<file path="config.mk">
export PLATFORM = sky130hd
export DESIGN_NAME = branch_resolve_unit_flat
export DESIGN_NICKNAME = d
export VERILOG_FILES = /design/src/rtl/branch_resolve_unit_if.sv /design/src/rtl/branch_resolve_unit.sv /design/src/flat_wrapper.sv
export SDC_FILE = /design/constraint.sdc
export NUM_CORES = 1
export LEC_CHECK = 0
export CAP_MARGIN = 20
export CORE_MARGIN = 1
export CORE_UTILIZATION = 50
export DETAILED_ROUTE_END_ITERATION = 12
export PLACE_DENSITY = 0.75
export RECOVER_POWER = 50
export SLEW_MARGIN = 0
export SYNTH_ARGS = -nofsm -noshare
export SYNTH_HDL_FRONTEND = slang
export SYNTH_SLANG_ARGS = --single-unit
</file>
<file path="constraint.sdc">
create_clock -name clk -period 14.7 [get_ports clk]
set_input_delay 2.94 -clock clk [delete_from_list [all_inputs] [get_ports clk]]
set_output_delay 2.94 -clock clk [all_outputs]
set_load 0.005 [all_outputs]
</file>
<file path="src/rtl/branch_resolve_unit_if.sv">
// Port bundle for the branch resolve unit: EX resolve inputs, redirect/GHSR restore,
// PHT read/write and BTB write channels to the fetch-side predictor, and statistics.
interface branch_resolve_unit_if #(
  parameter int unsigned GHSR_W    = 10,
  parameter int unsigned PHT_IDX_W = 10,
  parameter int unsigned BTB_IDX_W = 9
);
  logic                   ex_valid;
  logic                   ex_is_branch;
  logic                   ex_is_jump;
  logic                   ex_is_jumpr;
  logic [31:0]            ex_pc;
  logic [GHSR_W+33:0]     ex_predict;
  logic                   ex_taken;
  logic [31:0]            ex_target;
  logic                   upd_full;
  logic                   redirect_valid;
  logic [31:0]            redirect_pc;
  logic                   ghsr_restore_valid;
  logic [GHSR_W-1:0]      ghsr_restore;
  logic                   pht_gnt;
  logic                   pht_rd_en;
  logic [PHT_IDX_W-1:0]   pht_rd_idx;
  logic [1:0]             pht_rd_data;
  logic                   pht_wr_en;
  logic [PHT_IDX_W-1:0]   pht_wr_idx;
  logic [1:0]             pht_wr_data;
  logic                   btb_wr_en;
  logic [BTB_IDX_W-1:0]   btb_wr_idx;
  logic [29-BTB_IDX_W:0]  btb_wr_tag;
  logic [31:0]            btb_wr_target;
  logic [31:0]            branch_cnt;
  logic [31:0]            mispredict_cnt;

  // Environment side: EX stage plus the predictor owning the PHT/BTB.
  modport master (
    output ex_valid, ex_is_branch, ex_is_jump, ex_is_jumpr, ex_pc, ex_predict, ex_taken,
           ex_target, pht_gnt, pht_rd_data,
    input  upd_full, redirect_valid, redirect_pc, ghsr_restore_valid, ghsr_restore,
           pht_rd_en, pht_rd_idx, pht_wr_en, pht_wr_idx, pht_wr_data, btb_wr_en, btb_wr_idx,
           btb_wr_tag, btb_wr_target, branch_cnt, mispredict_cnt
  );

  modport slave (
    input  ex_valid, ex_is_branch, ex_is_jump, ex_is_jumpr, ex_pc, ex_predict, ex_taken,
           ex_target, pht_gnt, pht_rd_data,
    output upd_full, redirect_valid, redirect_pc, ghsr_restore_valid, ghsr_restore,
           pht_rd_en, pht_rd_idx, pht_wr_en, pht_wr_idx, pht_wr_data, btb_wr_en, btb_wr_idx,
           btb_wr_tag, btb_wr_target, branch_cnt, mispredict_cnt
  );
endinterface

</file>
<file path="src/rtl/branch_resolve_unit.sv">
// EX-stage branch resolution: registered redirect/GHSR restore on mispredict, and a queued
// two-stage PHT read-modify-write plus BTB write for predictor training.
module branch_resolve_unit #(
  parameter int unsigned GHSR_W    = 10,
  parameter int unsigned PHT_IDX_W = 10,
  parameter int unsigned BTB_IDX_W = 9,
  parameter int unsigned UPD_DEPTH = 4
) (
  input logic                 clk,
  input logic                 reset,
  branch_resolve_unit_if.slave bru
);
  localparam int unsigned PtrW = $clog2(UPD_DEPTH);

  typedef struct packed {
    logic                 is_branch;
    logic                 taken;
    logic [PHT_IDX_W-1:0] pht_idx;
    logic [29:0]          pc_w;
    logic [31:0]          target;
    logic                 btb_write;
  } upd_t;

  logic                 taken_predict, btb_hit;
  logic [GHSR_W-1:0]    cur_ghsr;
  logic [31:0]          btb_addr;
  logic                 is_jump, taken, target_miss, mispredict, accept, pop;
  upd_t                 push_entry, head;

  upd_t                 mem_q [UPD_DEPTH];
  logic [PtrW-1:0]      wr_ptr_q, rd_ptr_q;
  logic [PtrW:0]        count_q;
  logic                 redirect_valid_q;
  logic [31:0]          redirect_pc_q;
  logic [GHSR_W-1:0]    ghsr_q;
  logic [31:0]          branch_cnt_q, mispredict_cnt_q;
  logic                 u2_valid_q;
  upd_t                 u2_q;
  logic                 last_wr_en_q;
  logic [PHT_IDX_W-1:0] last_wr_idx_q;
  logic [1:0]           last_wr_data_q;
  logic [1:0]           old_ctr, new_ctr;

  assign {taken_predict, cur_ghsr, btb_hit, btb_addr} = bru.ex_predict;

  assign is_jump     = bru.ex_is_jump || bru.ex_is_jumpr;
  assign taken       = bru.ex_is_branch ? bru.ex_taken : is_jump;
  assign target_miss = !btb_hit || (btb_addr != bru.ex_target);
  assign mispredict  = bru.ex_is_branch ?
                       ((bru.ex_taken != taken_predict) || (bru.ex_taken && target_miss)) :
                       (is_jump && target_miss);

  assign bru.upd_full = (count_q == (PtrW + 1)'(UPD_DEPTH));
  assign accept       = bru.ex_valid && !bru.upd_full;
  assign pop          = (count_q != '0) && bru.pht_gnt;

  always_comb begin
    push_entry           = '0;
    push_entry.is_branch = bru.ex_is_branch;
    push_entry.taken     = taken;
    push_entry.pht_idx   = PHT_IDX_W'(cur_ghsr) ^ bru.ex_pc[PHT_IDX_W+1:2];
    push_entry.pc_w      = bru.ex_pc[31:2];
    push_entry.target    = bru.ex_target;
    push_entry.btb_write = taken && target_miss;
  end

  always_ff @(posedge clk or posedge reset) begin
    if (reset) begin
      redirect_valid_q <= 1'b0;
      redirect_pc_q    <= '0;
      ghsr_q           <= '0;
      branch_cnt_q     <= '0;
      mispredict_cnt_q <= '0;
    end else begin
      redirect_valid_q <= accept && mispredict;
      if (accept && mispredict) begin
        redirect_pc_q    <= taken ? bru.ex_target : bru.ex_pc + 32'd4;
        // Jumps do not shift history; branches restore with the real outcome appended.
        ghsr_q           <= bru.ex_is_branch ? {cur_ghsr[GHSR_W-2:0], bru.ex_taken} : cur_ghsr;
        mispredict_cnt_q <= mispredict_cnt_q + 32'd1;
      end
      if (accept) branch_cnt_q <= branch_cnt_q + 32'd1;
    end
  end

  always_ff @(posedge clk) begin
    if (accept) mem_q[wr_ptr_q] <= push_entry;
  end

  always_ff @(posedge clk or posedge reset) begin
    if (reset) begin
      wr_ptr_q <= '0;
      rd_ptr_q <= '0;
      count_q  <= '0;
    end else begin
      if (accept) wr_ptr_q <= wr_ptr_q + PtrW'(1);
      if (pop)    rd_ptr_q <= rd_ptr_q + PtrW'(1);
      unique case ({accept, pop})
        2'b10:   count_q <= count_q + 1'b1;
        2'b01:   count_q <= count_q - 1'b1;
        default: count_q <= count_q;
      endcase
    end
  end

  assign head = mem_q[rd_ptr_q];

  always_ff @(posedge clk or posedge reset) begin
    if (reset) begin
      u2_valid_q     <= 1'b0;
      u2_q           <= '0;
      last_wr_en_q   <= 1'b0;
      last_wr_idx_q  <= '0;
      last_wr_data_q <= '0;
    end else begin
      u2_valid_q     <= pop;
      if (pop) u2_q  <= head;
      last_wr_en_q   <= bru.pht_wr_en;
      last_wr_idx_q  <= bru.pht_wr_idx;
      last_wr_data_q <= bru.pht_wr_data;
    end
  end

  always_comb begin
    // The PHT read overlapped last cycle's write; forward that write if it hit our index.
    old_ctr = (last_wr_en_q && (last_wr_idx_q == u2_q.pht_idx)) ? last_wr_data_q :
                                                                   bru.pht_rd_data;
    if (u2_q.taken) new_ctr = (old_ctr == 2'd3) ? 2'd3 : old_ctr + 2'd1;
    else            new_ctr = (old_ctr == 2'd0) ? 2'd0 : old_ctr - 2'd1;
  end

  assign bru.redirect_valid     = redirect_valid_q;
  assign bru.redirect_pc        = redirect_pc_q;
  assign bru.ghsr_restore_valid = redirect_valid_q;
  assign bru.ghsr_restore       = ghsr_q;
  assign bru.branch_cnt         = branch_cnt_q;
  assign bru.mispredict_cnt     = mispredict_cnt_q;

  assign bru.pht_rd_en     = pop && head.is_branch;
  assign bru.pht_rd_idx    = bru.pht_rd_en ? head.pht_idx : '0;
  assign bru.pht_wr_en     = u2_valid_q && u2_q.is_branch;
  assign bru.pht_wr_idx    = bru.pht_wr_en ? u2_q.pht_idx : '0;
  assign bru.pht_wr_data   = bru.pht_wr_en ? new_ctr : 2'd0;
  assign bru.btb_wr_en     = u2_valid_q && u2_q.btb_write;
  assign bru.btb_wr_idx    = bru.btb_wr_en ? u2_q.pc_w[BTB_IDX_W-1:0] : '0;
  assign bru.btb_wr_tag    = bru.btb_wr_en ? u2_q.pc_w[29:BTB_IDX_W] : '0;
  assign bru.btb_wr_target = bru.btb_wr_en ? u2_q.target : '0;
endmodule

</file>
<file path="src/flat_wrapper.sv">
// flat-port wrapper written by rule: the top's interface ports become plain ports
module branch_resolve_unit_flat 
#(
  parameter int unsigned GHSR_W    = 10,
  parameter int unsigned PHT_IDX_W = 10,
  parameter int unsigned BTB_IDX_W = 9,
  parameter int unsigned UPD_DEPTH = 4
)
  (clk, reset, bru_ex_valid, bru_ex_is_branch, bru_ex_is_jump, bru_ex_is_jumpr, bru_ex_pc, bru_ex_predict, bru_ex_taken, bru_ex_target, bru_pht_gnt, bru_pht_rd_data, bru_upd_full, bru_redirect_valid, bru_redirect_pc, bru_ghsr_restore_valid, bru_ghsr_restore, bru_pht_rd_en, bru_pht_rd_idx, bru_pht_wr_en, bru_pht_wr_idx, bru_pht_wr_data, bru_btb_wr_en, bru_btb_wr_idx, bru_btb_wr_tag, bru_btb_wr_target, bru_branch_cnt, bru_mispredict_cnt);
  branch_resolve_unit_if #(.GHSR_W(GHSR_W), .PHT_IDX_W(PHT_IDX_W), .BTB_IDX_W(BTB_IDX_W)) bru_i ();
  input logic clk;
  input logic reset;
  input wire logic [$bits(bru_i.ex_valid)-1:0] bru_ex_valid;
  input wire logic [$bits(bru_i.ex_is_branch)-1:0] bru_ex_is_branch;
  input wire logic [$bits(bru_i.ex_is_jump)-1:0] bru_ex_is_jump;
  input wire logic [$bits(bru_i.ex_is_jumpr)-1:0] bru_ex_is_jumpr;
  input wire logic [$bits(bru_i.ex_pc)-1:0] bru_ex_pc;
  input wire logic [$bits(bru_i.ex_predict)-1:0] bru_ex_predict;
  input wire logic [$bits(bru_i.ex_taken)-1:0] bru_ex_taken;
  input wire logic [$bits(bru_i.ex_target)-1:0] bru_ex_target;
  input wire logic [$bits(bru_i.pht_gnt)-1:0] bru_pht_gnt;
  input wire logic [$bits(bru_i.pht_rd_data)-1:0] bru_pht_rd_data;
  output wire logic [$bits(bru_i.upd_full)-1:0] bru_upd_full;
  output wire logic [$bits(bru_i.redirect_valid)-1:0] bru_redirect_valid;
  output wire logic [$bits(bru_i.redirect_pc)-1:0] bru_redirect_pc;
  output wire logic [$bits(bru_i.ghsr_restore_valid)-1:0] bru_ghsr_restore_valid;
  output wire logic [$bits(bru_i.ghsr_restore)-1:0] bru_ghsr_restore;
  output wire logic [$bits(bru_i.pht_rd_en)-1:0] bru_pht_rd_en;
  output wire logic [$bits(bru_i.pht_rd_idx)-1:0] bru_pht_rd_idx;
  output wire logic [$bits(bru_i.pht_wr_en)-1:0] bru_pht_wr_en;
  output wire logic [$bits(bru_i.pht_wr_idx)-1:0] bru_pht_wr_idx;
  output wire logic [$bits(bru_i.pht_wr_data)-1:0] bru_pht_wr_data;
  output wire logic [$bits(bru_i.btb_wr_en)-1:0] bru_btb_wr_en;
  output wire logic [$bits(bru_i.btb_wr_idx)-1:0] bru_btb_wr_idx;
  output wire logic [$bits(bru_i.btb_wr_tag)-1:0] bru_btb_wr_tag;
  output wire logic [$bits(bru_i.btb_wr_target)-1:0] bru_btb_wr_target;
  output wire logic [$bits(bru_i.branch_cnt)-1:0] bru_branch_cnt;
  output wire logic [$bits(bru_i.mispredict_cnt)-1:0] bru_mispredict_cnt;
  assign bru_i.ex_valid = bru_ex_valid;
  assign bru_i.ex_is_branch = bru_ex_is_branch;
  assign bru_i.ex_is_jump = bru_ex_is_jump;
  assign bru_i.ex_is_jumpr = bru_ex_is_jumpr;
  assign bru_i.ex_pc = bru_ex_pc;
  assign bru_i.ex_predict = bru_ex_predict;
  assign bru_i.ex_taken = bru_ex_taken;
  assign bru_i.ex_target = bru_ex_target;
  assign bru_i.pht_gnt = bru_pht_gnt;
  assign bru_i.pht_rd_data = bru_pht_rd_data;
  assign bru_upd_full = bru_i.upd_full;
  assign bru_redirect_valid = bru_i.redirect_valid;
  assign bru_redirect_pc = bru_i.redirect_pc;
  assign bru_ghsr_restore_valid = bru_i.ghsr_restore_valid;
  assign bru_ghsr_restore = bru_i.ghsr_restore;
  assign bru_pht_rd_en = bru_i.pht_rd_en;
  assign bru_pht_rd_idx = bru_i.pht_rd_idx;
  assign bru_pht_wr_en = bru_i.pht_wr_en;
  assign bru_pht_wr_idx = bru_i.pht_wr_idx;
  assign bru_pht_wr_data = bru_i.pht_wr_data;
  assign bru_btb_wr_en = bru_i.btb_wr_en;
  assign bru_btb_wr_idx = bru_i.btb_wr_idx;
  assign bru_btb_wr_tag = bru_i.btb_wr_tag;
  assign bru_btb_wr_target = bru_i.btb_wr_target;
  assign bru_branch_cnt = bru_i.branch_cnt;
  assign bru_mispredict_cnt = bru_i.mispredict_cnt;
  branch_resolve_unit #(.GHSR_W(GHSR_W), .PHT_IDX_W(PHT_IDX_W), .BTB_IDX_W(BTB_IDX_W), .UPD_DEPTH(UPD_DEPTH)) u_core (.clk(clk), .reset(reset), .bru(bru_i));
endmodule
</file>
[After elaboration in Yosys (flattened, before gate mapping)]
Memory sizes are Yosys's and may differ from the RTL's.
Index checks and enable logic that the tools add are counted.
Widths: inputs -> output; s select.
Cells by class
  add/subtract/negate cells: 9
  equal/unequal tests: 7
  mux-type cells: 17
  bitwise operators: 1
  reductions and logical operators: 18
Operators with widths (number)
  $add 32x1->32 const B: 2
  $mux 32: 2
  $add 32x3->32 const B: 1
  $ne 32x32->1: 1
  $mux 10: 3
  $mux 21: 1
  $eq 10x10->1: 1
  $logic_and 1x1->1: 10
  $mux 2: 5
  $xor 10x10->10: 1
  $mux 9: 1
  $add 2x1->2 const B: 3
  $pmux 3 s2: 1
  $eq 2x2->1 const B: 2
  $mux 1: 4
  $add 3x1->3 const B: 1
  $eq 3x3->1 const B: 1
  $logic_or 1x1->1: 3
  $reduce_bool 3->1: 1
  $sub 3x1->3 const B: 1
  $eq 2x1->1 const B: 1
  $logic_not 1->1: 2
  $logic_not 2->1: 1
  $reduce_bool 2->1: 1
  2 further kinds: 2
Storage, ports and cells
  register bits after elaboration: 203
  memory bits (writable): 300
  input port bits: 118
  memories: 1
Memory list
  u_core.mem_q: words 4, width 75, rd ports 1, clocked after Yosys merged registers in 0, write ports 1, line branch_resolve_unit.sv:30  | upd_t mem_q [UPD_DEPTH];

[Longest topological paths before layout]
Gate-level depths: netlist of the first run.
  depth in word-level cells: 7
  depth in mapped cells: 10
  gate-level depth less buffers: 9

[Worst setup path after synthesis of the first run]
OpenSTA, ideal clock, no wires.
  path type: input -> output
  start: input port bru_pht_gnt
  end: output port bru_pht_rd_idx[5]
  data arrival time: 3.665 ns
  required time: 11.760 ns
  path slack: 8.095 ns
  cell stages on the path: 4
  path buffers: 1
  cell sequence: o31ai_1 clkinv_1 clkbuf_1 and3_1
Between the ends
  cells in the longest elaborated chain, start to end: 3
Ends and longest elaborated chain
  start, declared: line flat_wrapper.sv:21  | input wire logic [$bits(bru_i.pht_gnt)-1:0] bru_pht_gnt;
  $logic_and 1x1->1: line branch_resolve_unit.sv:55  | assign pop = (count_q != '0) && bru.pht_gnt;
  $logic_and 1x1->1: line branch_resolve_unit.sv:139  | assign bru.pht_rd_en = pop && head.is_branch;
  $mux 10: line branch_resolve_unit.sv:140  | assign bru.pht_rd_idx = bru.pht_rd_en ? head.pht_idx : '0;
  end, declared: line flat_wrapper.sv:29  | output wire logic [$bits(bru_i.pht_rd_idx)-1:0] bru_pht_rd_idx;
Every way passes these cells.

[Worst setup path in the final report of the first run]
  start: input port bru_pht_gnt
  end: output port bru_pht_rd_idx[1]
The elaborated chain is that of the path after synthesis.

==> run metrics, run 1 <==
ys flop type edfxtp_1; CP bufs+invs 4; CP Class in2out; Critical-path top delay cell clkbuf_1; clk sinks between 500 and 600; Reg-to-Reg Start u_core.count_q[1]$_DFFE_PP0P_; Synthesis Warnings 0; clk root buf clkbuf_16; Post-Syn Area per Cell between 10 and 15 um^2; #FFs+latches synth approximately 500; Syn Nets between 1500 and 2000; # Post-CTS Setup Buffers 0; Core ar. approximately 0.041 mm^2; initial antenna violation count 9; CTS Buffer Depth 3; Peak VDD IR 0.00009383 V; placed cell count approximately 2300; Synth area leaders edfxtp_1 (43%), dfrtp_1 (24%), mux4_2 (8.0%); post-cts repair resize count 0; Worst path top cell family by delay buffers and inverters; via/cell ratio 5.625; hold endpoint u_core.bru.branch_cnt[31]$_DFFE_PP0P_; clk_lat worst skew just under 0.6 ns; Post-Synthesis Cells 1490; critical path required time around 12 ns; CP max FO 38; RSZ-0062 raised after global routing false; first-pass GRT wire length ~83 mm; Fin Clk Skew ~0.017 ns; Clk pin slew, worst setup/hold paths around 0.060 ns; DR iter-0 viols 1194; leakage 10.49 nW; fmax about 0.11 GHz; most frequent cells in the layout nand2_1 (301), edfxtp_1 (300), clkdlybuf4s50_1 (247), dfrtp_1 (200), and3_1 (102); Pre-Repair DR Iteration Count 5; via count of the first global-routing pass 13690; DIE AREA approximately 0.043 mm^2; CP Cell Sequence dlygate4sd3_1, o31ai_4, clkbuf_1, inv_1, and3_1, clkdlybuf4s50_1; Worst-Margin Slew roughly 2.9 ns; I/O pins 314; filler instances 3027; TNS Setup 0 ns; setup slack at placement 6.874 ns; worst min-delay path class reg2reg; fin crit period 9.499 ns; Post-synth EDFFs 300; critical path data arrival time 6.56 ns; asr flop ratio synth 0.4036; Setup Viol. Count Final 0; Power per Cell Area 174.7 mW/mm^2; Post-DRT Antenna Nets 0; relative slew slack -0.9035; hold path depth 1; dpl hpwl 34.95 mm; CP max stage delay between 1 and 1.5 ns; die width 207.2 um; htree depth 2; post-route insts no fill roughly 2400; Seq/Total Area, Yosys 0.6694; failing checks max-capacitance violations, max-slew violations; Yosys top cell by area edfxtp_1; initial core utilization 0.5108; DRC errors left 0; fraction of layout cells with a size suffix above 1 0.09886; final wirelength around 54 mm; Die Height approximately 210 um; Worst R2R Path Depth 8; Nets around 1900; Hold Startpoint u_core.bru.branch_cnt[31]$_DFFE_PP0P_; critical path launch point type input port; Area Overhead vs Synth 25.52%; CTS Buf Count 52; Final WS setup approximately 5.2 ns; per-cell routed wire length roughly 23 um; # port buffers between 300 and 400; commonest non-fill, non-tap cell in the layout nand2_1; Synth top area share 0.4280; Final Hold Fails 0; Fin Hold WS approximately 0.47 ns; Cell variety after synth between 40 and 50; reg2reg end u_core.count_q[1]$_DFFE_PP0P_; Via Count approximately 13000; fin crit share 0.6462; largest net degree at the start of global routing between 100 and 150; # hold bufs at CTS 0; gr ovfl total 0; CTS tree yes; Max Slew Vio Count 290; Cell Area, Synth between 0.02 and 0.025 mm^2; Reg2Reg Setup Slack ~10 ns; crit end category output port; status complete, but fails checks; number of max-cap violations 7; Placer Congestion 0.8514; FP Rows 74; Total GRT Usage 0.2538
==> synthesized netlist by cell type (2+ instances only) <==
library cell,number
xor2_1,88
buf_1,9
inv_1,20
nand3_1,32
and3_1,102
nand4b_1,4
nor4_1,26
mux2_1,25
nand4_1,25
or2_2,2
nand2_1,301
nor3_1,13
buf_4,3
dfrtp_1,203
nand2b_1,2
buf_6,2
mux2i_1,14
mux2_2,6
nor2_1,18
mux4_2,75
xnor2_1,57
ha_1,8
o211ai_1,2
and4_1,4
nor4b_1,2
and2_1,4
or3_1,2
buf_2,8
edfxtp_1,300
clkbuf_1,57
o21ai_0,58
or4_1,3
==> layer usage <==
layer	vias up	global-route usage	part of all wire
li1	6021	-	-
met1	6830	0.3510	0.43
met2	454	0.4082	0.48
met3	97	0.04018	0.058
met4	2	0.09599	0.032
met5	-	0	0.00018
==> per-stage QoR <==
stage	area, um^2	util	total power, mW
finish	26420	0.6411	4.614
global route	26410	0.6410	4.834
CTS	26360	0.6398	4.656
detailed placement	24690	0.5993	3.358
global placement	24690	0.5993	3.313
floorplan	21050	-	2.783
==> logic make-up after synthesis <==
kind of cell               Yosys count  synth area share
muxes                              120            0.1035
buffers and inverters              100           0.01956
AOI/OAI and AO/OA                   65           0.01647
DFF                                503            0.6694
adders and majority gates            9          0.005707
xor gates and xnor gates           145           0.06034
and+or+nand+nor                    548            0.1250
==> worst register-to-register path, stage by stage, from the launching register on <==
cell      delay, ns
dfrtp_1        0.41
o31ai_4        0.24
clkbuf_1       1.31
inv_1          0.80
buf_4          0.53
ha_1           0.33
inv_1          0.07
fa_1           0.41
mux2i_1        0.16
==> power by group <==
| group | total (mW) | internal [mW] | leakage (nW) | switching [mW] |
|---|---|---|---|---|
| clock | 1.29 | 0.755 | 0.816 | 0.532 |
| combinational | 1.23 | 0.620 | 4.37 | 0.610 |
| sequential | 2.10 | 1.88 | 5.30 | 0.221 |
==> how the worst max path moves through the flow <==
| stage | slack [ns] | endpoint | from | cells after the start |
|---|---|---|---|---|
| 3_3_place_gp | 6.93 | bru_pht_rd_idx[9] | bru_pht_gnt | 6 |
| 2_1_floorplan | 6.22 | u_core.bru.branch_cnt[0]$_DFFE_PP0P_ | reset | 1 |
| 6_report | 5.20 | bru_pht_rd_idx[1] | bru_pht_gnt | 6 |
| 4_1_cts | 6.86 | bru_pht_rd_idx[1] | bru_pht_gnt | 6 |
| 5_1_grt | 4.94 | bru_pht_rd_idx[1] | bru_pht_gnt | 6 |
| 3_5_place_dp | 6.87 | bru_pht_rd_idx[1] | bru_pht_gnt | 6 |
==> cell type report <==
cell class	count	area, um^2	share of cell area
sequential	503	14100	0.5337
multi-input combinational	887	6561	0.2484
timing repair buffer	333	3321	0.1257
clock buffer	79	1504	0.05693
tap	532	665.6	0.02520
clock inverter	18	162.7	0.006157
inverter	21	80.08	0.003031
antenna	10	25.02	0.0009473
==> sequential cells by signal, indices dropped and copies added, names as in the netlist <==
register and cells:
u_core.last_wr_idx_q 10, u_core.rd_ptr_q 2, u_core.bru.mispredict_cnt 32, u_core.bru.branch_cnt 32, u_core.u2_valid_q 1, u_core.bru.redirect_pc 32, u_core.wr_ptr_q 2, u_core.bru.ghsr_restore_valid 1
u_core.last_wr_en_q 1, u_core.mem_q 300, u_core.bru.ghsr_restore 10, u_core.u2_q 75, u_core.count_q 3, u_core.last_wr_data_q 2
No activity file was read; power rests on OpenSTA's default activity.
==> inputs of run 2 (changes only) <==
- clock period: 14.7 -> 9.5 ns (I/O delays scaled with it)
==> run 2 against run 1 <==
The flow still finishes with violations (max-capacitance violations, max-slew violations). Setup slack lost 2.9 ns. Wire length about the same. Clock skew increased by 0.013 ns. Cell count hardly changed. Design area about the same. Power grew 55%. Count of clock-buffer cells in the layout fell by 10. First-iteration DRC count fell by 14%. Sequential share of layout area about the same. Via count is 0.25% higher. Core utilization barely moved. Critical path depth is the same. Largest power group unchanged. Highest routed layer unchanged.
==> run metrics, run 2 (synthesized netlist as in run 1, its figures left out) <==
status complete, but fails checks (unchanged); failing checks max-capacitance violations, max-slew violations (unchanged); gr ovfl total 0 (unchanged); hold path depth 1 (unchanged); Setup Viol. Count Final 0 (unchanged); post-cts repair resize count 0 (unchanged); Core ar. 0.04120 mm^2 (unchanged); Total GRT Usage 0.2575 (was 0.2538); RSZ-0062 raised after global routing false (unchanged); final core utilization 0.6413 (was 0.6411); Peak VDD IR 0.0001540 V (was 0.00009383 V); leakage 10.50 nW (was 10.49 nW); Hold Startpoint u_core.bru.branch_cnt[31]$_DFFE_PP0P_ (unchanged); largest net degree at the start of global routing 145 (was 147); fin crit share 0.7629; Fin Hold WS 0.4672 ns (was 0.4677 ns); Top Registers u_core.mem_q (300), u_core.u2_q (75) (unchanged); Area Overhead vs Synth 25.55% (was 25.52%); Worst-Margin Slew 2.395 ns (was 2.855 ns); Via Count 13440 (was 13400); # port buffers 313 (unchanged); filler instances 3071 (was 3027); per-cell routed wire length 22.73 um (was 22.69 um); htree depth 2 (unchanged); Power per Cell Area 270.8 mW/mm^2 (was 174.7 mW/mm^2); I/O pins 314 (unchanged); fraction of layout cells with a size suffix above 1 0.1026 (was 0.09886); via count of the first global-routing pass 13590 (was 13690); max reg flops 300 (unchanged); clk root buf clkbuf_16 (unchanged); DRC errors left 0 (unchanged); Pre-Repair DR Iteration Count 5 (unchanged); clk_lat worst skew 0.60 ns (was 0.59 ns); dpl hpwl 35.36 mm (was 34.95 mm); clk sinks 503 (unchanged); DIE AREA 0.04292 mm^2 (unchanged); DR iter-0 viols 1029 (was 1194); critical path required time 7.60 ns (was 11.76 ns); Nets 1926 (was 1925); commonest non-fill, non-tap cell in the layout nand2_1 (unchanged); initial core utilization 0.5108 (unchanged); # hold bufs at CTS 0 (unchanged); first-pass GRT wire length 83.60 mm (was 82.69 mm); Reg2Reg Setup Slack 4.60 ns (was 10.35 ns); via/cell ratio 5.643 (was 5.625); Die Height 207.2 um (unchanged); Worst R2R Path Depth 8 (unchanged); crit end category output port (unchanged); hold endpoint u_core.bru.branch_cnt[31]$_DFFE_PP0P_ (unchanged); critical path data arrival time 5.35 ns (was 6.56 ns); Clk pin slew, worst setup/hold paths 0.06 ns (about the same); Max Slew Vio Count 342 (was 290); CTS Buffer Depth 3 (unchanged); most frequent cells in the layout nand2_1 (301), edfxtp_1 (300), clkdlybuf4s50_1 (247), dfrtp_1 (200), and3_1 (102) (unchanged); Reg-to-Reg Start u_core.count_q[2]$_DFFE_PP0P_ (was u_core.count_q[1]$_DFFE_PP0P_); Post-DRT Antenna Nets 0 (unchanged); fmax 0.1380 GHz; reg2reg end u_core.count_q[1]$_DFFE_PP0P_ (unchanged); die width 207.2 um (unchanged); Power, Total 7.157 mW (was 4.614 mW); final wirelength 54.12 mm (was 54.07 mm); number of max-cap violations 9 (was 7); Most flops, register u_core.mem_q (unchanged); Fin Clk Skew 0.03037 ns (was 0.01700 ns); worst min-delay path class reg2reg (unchanged); CP max FO 39 (was 38); TNS Setup 0 ns (unchanged); critical path launch point type input port (unchanged); relative slew slack -0.5968 (was -0.9035); CTS tree yes (unchanged); fin crit period around 7.2 ns; CP Class in2out (unchanged); FP Rows 74 (unchanged); Final Hold Fails 0 (unchanged); Placer Congestion 0.8746 (was 0.8514); # Post-CTS Setup Buffers 0 (unchanged); CTS Buf Count 52 (unchanged); initial antenna violation count 5 (was 9)
==> run 2: cell count changes in the layout (fill, tap and decap cells not counted), sizes merged <==
cell      change
clkbuf        -8
clkinv        +8
diode         -4
clkinvlp      +2
buf           -1
bufinv        +1
==> run 2: critical path: stages <==
cell,delay [ns]
dlygate4sd3_1,0.60
o31ai_4,0.07
clkbuf_1,1.23
inv_1,0.71
and3_1,0.36
clkdlybuf4s50_1,0.45
==> run 2: cell type report <==
type,instances,area (um^2),area share
well taps,532,665.6,0.02519
clock buffers,69,1436,0.05436
clock inverters,29,247.7,0.009375
diodes,6,15.01,0.0005682
repair buffers,334,3321,0.1257
flip-flops and latches,503,14100,0.5335
inverters,21,80.08,0.003030
multi-input cells,887,6561,0.2483
==> run 2: where the power goes <==
part	internal [mW]	total (mW)	switching, mW
clock	1.17	2.00	0.834
combinational	0.963	1.92	0.958
sequential	2.90	3.23	0.331
total	5.03	7.16	2.12
==> run 2: worst max path at each step <==
stage | to | startpoint
2_1_floorplan | u_core.bru.branch_cnt[0]$_DFFE_PP0P_ | reset
3_3_place_gp | u_core.bru.redirect_pc[30]$_DFFE_PP0P_ | bru_ex_target[14]
3_5_place_dp | u_core.bru.redirect_pc[28]$_DFFE_PP0P_ | bru_ex_target[14]
4_1_cts | bru_pht_rd_idx[1] | bru_pht_gnt
5_1_grt | bru_pht_rd_idx[8] | bru_pht_gnt
6_report | bru_pht_rd_idx[1] | bru_pht_gnt
==> run 2: metrics by stage <==
step	instance area, um^2	cells	setup slack, ns
floorplan	21050	1490	2.061
global placement	24700	2274	3.752
detailed placement	24700	2274	3.555
CTS	26380	2372	3.783
global route	26420	2378	1.922
finish	26420	2381	2.253
==> run 2: routing by layer <==
metal  share of wire  vias up  wire length, um  GRT usage
li1                -     6022                -          -
met1            0.42     6803            22850     0.3587
met2            0.48      503            25960     0.4087
met3           0.065      105             3540    0.04897
met4           0.032        4             1745    0.08929
met5         0.00042        -               23          0
==> inputs of run 3 (changes only) <==
- clock period: 9.5 -> 6.68 ns (I/O delays scaled with it)
==> run 3 against run 2 <==
The run still ends with max-capacitance violations, max-slew violations left. Register-to-register slack worse by 2.3 ns. Sequential power grew 44%. Wire length is 0.32% higher. First-iteration DRC count rose by 3.8%. Via count is 0.45% higher. Design area decreased by 0.48%. Non-clock buffer count decreased by 2. Worst hold slack got worse by 0.0032 ns. Flip-flop and latch count unchanged. Combinational power rose by 40%. Global-route usage fell by 0.16 points. Critical path type is now in2reg. Largest cell class unchanged. Largest power group unchanged. Highest routed layer unchanged.
==> run metrics, run 3 (synthesized netlist as in run 1, its figures left out) <==
status complete, but fails checks (unchanged); failing checks max-capacitance violations, max-slew violations (unchanged); clk_lat worst skew 0.59 ns (was 0.60 ns); placed cell area 0.02472 mm^2 (was 0.02470 mm^2); via count of the first global-routing pass 13670 (was 13590); max reg flops 300 (unchanged); Clk pin slew, worst setup/hold paths 0.06 ns (about the same); via/cell ratio 5.679 (was 5.643); CTS Buffer Depth 3 (unchanged); fraction of layout cells with a size suffix above 1 0.09946 (was 0.1026); relative slew slack -1.774 (was -0.5968); Fin Hold WS 0.4640 ns (was 0.4672 ns); commonest non-fill, non-tap cell in the layout nand2_1 (unchanged); critical path data arrival time 5.59 ns (was 5.35 ns); Setup Viol. Count Final 0 (unchanged); Fin Clk Skew 0.02053 ns (was 0.03037 ns); final core utilization 0.6382 (was 0.6413); most frequent cells in the layout nand2_1 (301), edfxtp_1 (300), clkdlybuf4s50_1 (247), dfrtp_1 (200), and3_1 (102) (unchanged); htree depth 2 (unchanged); leakage 10.44 nW (was 10.50 nW); FP Rows 74 (unchanged); dpl hpwl 35.56 mm (was 35.36 mm); Pre-Repair DR Iteration Count 5 (unchanged); I/O pins 314 (unchanged); Post-DRT Antenna Nets 0 (unchanged); Via Count 13500 (was 13440); clk sinks 503 (unchanged); Top Registers u_core.mem_q (300), u_core.u2_q (75) (unchanged); DR iter-0 viols 1068 (was 1029); post-cts repair resize count 0 (unchanged); initial antenna violation count 8 (was 5); Peak VDD IR 0.0002512 V (was 0.0001540 V); Power, Total 10.05 mW (was 7.157 mW); number of max-cap violations 5 (was 9); CTS tree yes (unchanged); die width 207.2 um (unchanged); DIE AREA 0.04292 mm^2 (unchanged); Area Overhead vs Synth 24.95% (was 25.55%); # Post-CTS Setup Buffers 0 (unchanged); first-pass GRT wire length 83.35 mm (was 83.60 mm); fmax 0.1968 GHz; worst min-delay path class reg2reg (unchanged); gr ovfl total 0 (unchanged); RSZ-0062 raised after global routing false (unchanged); Worst-Margin Slew 4.161 ns (was 2.395 ns); clk root buf clkbuf_16 (unchanged); critical path launch point type input port (unchanged); Die Height 207.2 um (unchanged); CP max FO 76 (was 39); Final Hold Fails 0 (unchanged); Core ar. 0.04120 mm^2 (unchanged); fin crit period roughly 5.1 ns; Total GRT Usage 0.2558 (was 0.2575); crit end category register (was output port); largest net degree at the start of global routing 77 (was 145); DRC errors left 0 (unchanged); post-layout instance area 0.02630 mm^2 (was 0.02642 mm^2); # port buffers 313 (unchanged); per-cell routed wire length 22.84 um (was 22.73 um); final wirelength 54.29 mm (was 54.12 mm); Placer Congestion 0.8599 (was 0.8746); Nets 1924 (was 1926); fin crit share 0.7607; critical path required time 7.19 ns (was 7.60 ns); # hold bufs at CTS 0 (unchanged); CTS Buf Count 52 (unchanged); Most flops, register u_core.mem_q (unchanged); initial core utilization 0.5108 (unchanged); CP Class in2reg (was in2out); TNS Setup 0 ns (unchanged); Power per Cell Area 382.1 mW/mm^2 (was 270.8 mW/mm^2); Max Slew Vio Count 239 (was 342); filler instances 3026 (was 3071)
## run 3: changes by cell type in the layout (fill, tap and decap cells not counted), sizes merged
cell,change
diode,-1
buf,+1
inv,-1
clkinvlp,-2
clkbuf,+2
clkinv,+1
bufinv,-4
## run 3: layer usage
metal,up-vias,GRT usage,routed length [um]
met1,6879,0.3536,23040
met5,-,0,40
met4,6,0.08646,1486
met3,103,0.04336,3249
li1,6030,-,-
met2,480,0.4144,26470
## run 3: critical path, stage by stage
cell and delay, ns:
dlygate4sd3_1 0.57, o31ai_1 0.12, clkbuf_1 2.87, nand2_1 0.33, nand2_1 0.20
## run 3: layout make-up
class                           count  area [um^2]  share of cell area
Sequential cell                   503        14100              0.5361
Multi-Input combinational cell    887         6548              0.2490
Timing Repair Buffer              332         3284              0.1249
Clock buffer                       74         1465             0.05572
Tap cell                          532        665.6             0.02531
Clock inverter                     23        143.9            0.005472
Inverter                           21        80.08            0.003045
Antenna cell                        5        12.51           0.0004758
## run 3: path summary, 6_finish.rpt
| check | slack [ns] | from | endpoint | depth (start not counted) |
|---|---|---|---|---|
| min in group asynchronous | 1.33 | reset | u_core.u2_q[50]$_DFFE_PP0P_ | 2 |
| min | 0.46 | u_core.u2_q[27]$_DFFE_PP0P_ | u_core.u2_q[27]$_DFFE_PP0P_ | 2 |
| max | 1.60 | bru_pht_gnt | u_core.u2_q[69]$_DFFE_PP0P_ | 5 |
| max reg2reg | 2.30 | u_core.count_q[1]$_DFFE_PP0P_ | u_core.u2_q[69]$_DFFE_PP0P_ | 4 |
| max in group asynchronous | 3.93 | reset | u_core.u2_q[18]$_DFFE_PP0P_ | 3 |
| min reg2reg | 0.46 | u_core.u2_q[27]$_DFFE_PP0P_ | u_core.u2_q[27]$_DFFE_PP0P_ | 2 |
## run 3: where the power goes
group / internal [mW] / switching [mW]
logic: 1.37 / 1.31
registers: 4.13 / 0.531
clock network: 1.53 / 1.18
total: 7.03 / 3.02
## run 3: through the flow
stage / instances / setup slack, ns
5_1_grt: 2376 / 1.392
2_1_floorplan: 1490 / 2.714
6_report: 2377 / 1.599
4_1_cts: 2372 / 2.132
3_5_place_dp: 2275 / 1.680
3_3_place_gp: 2274 / 1.843
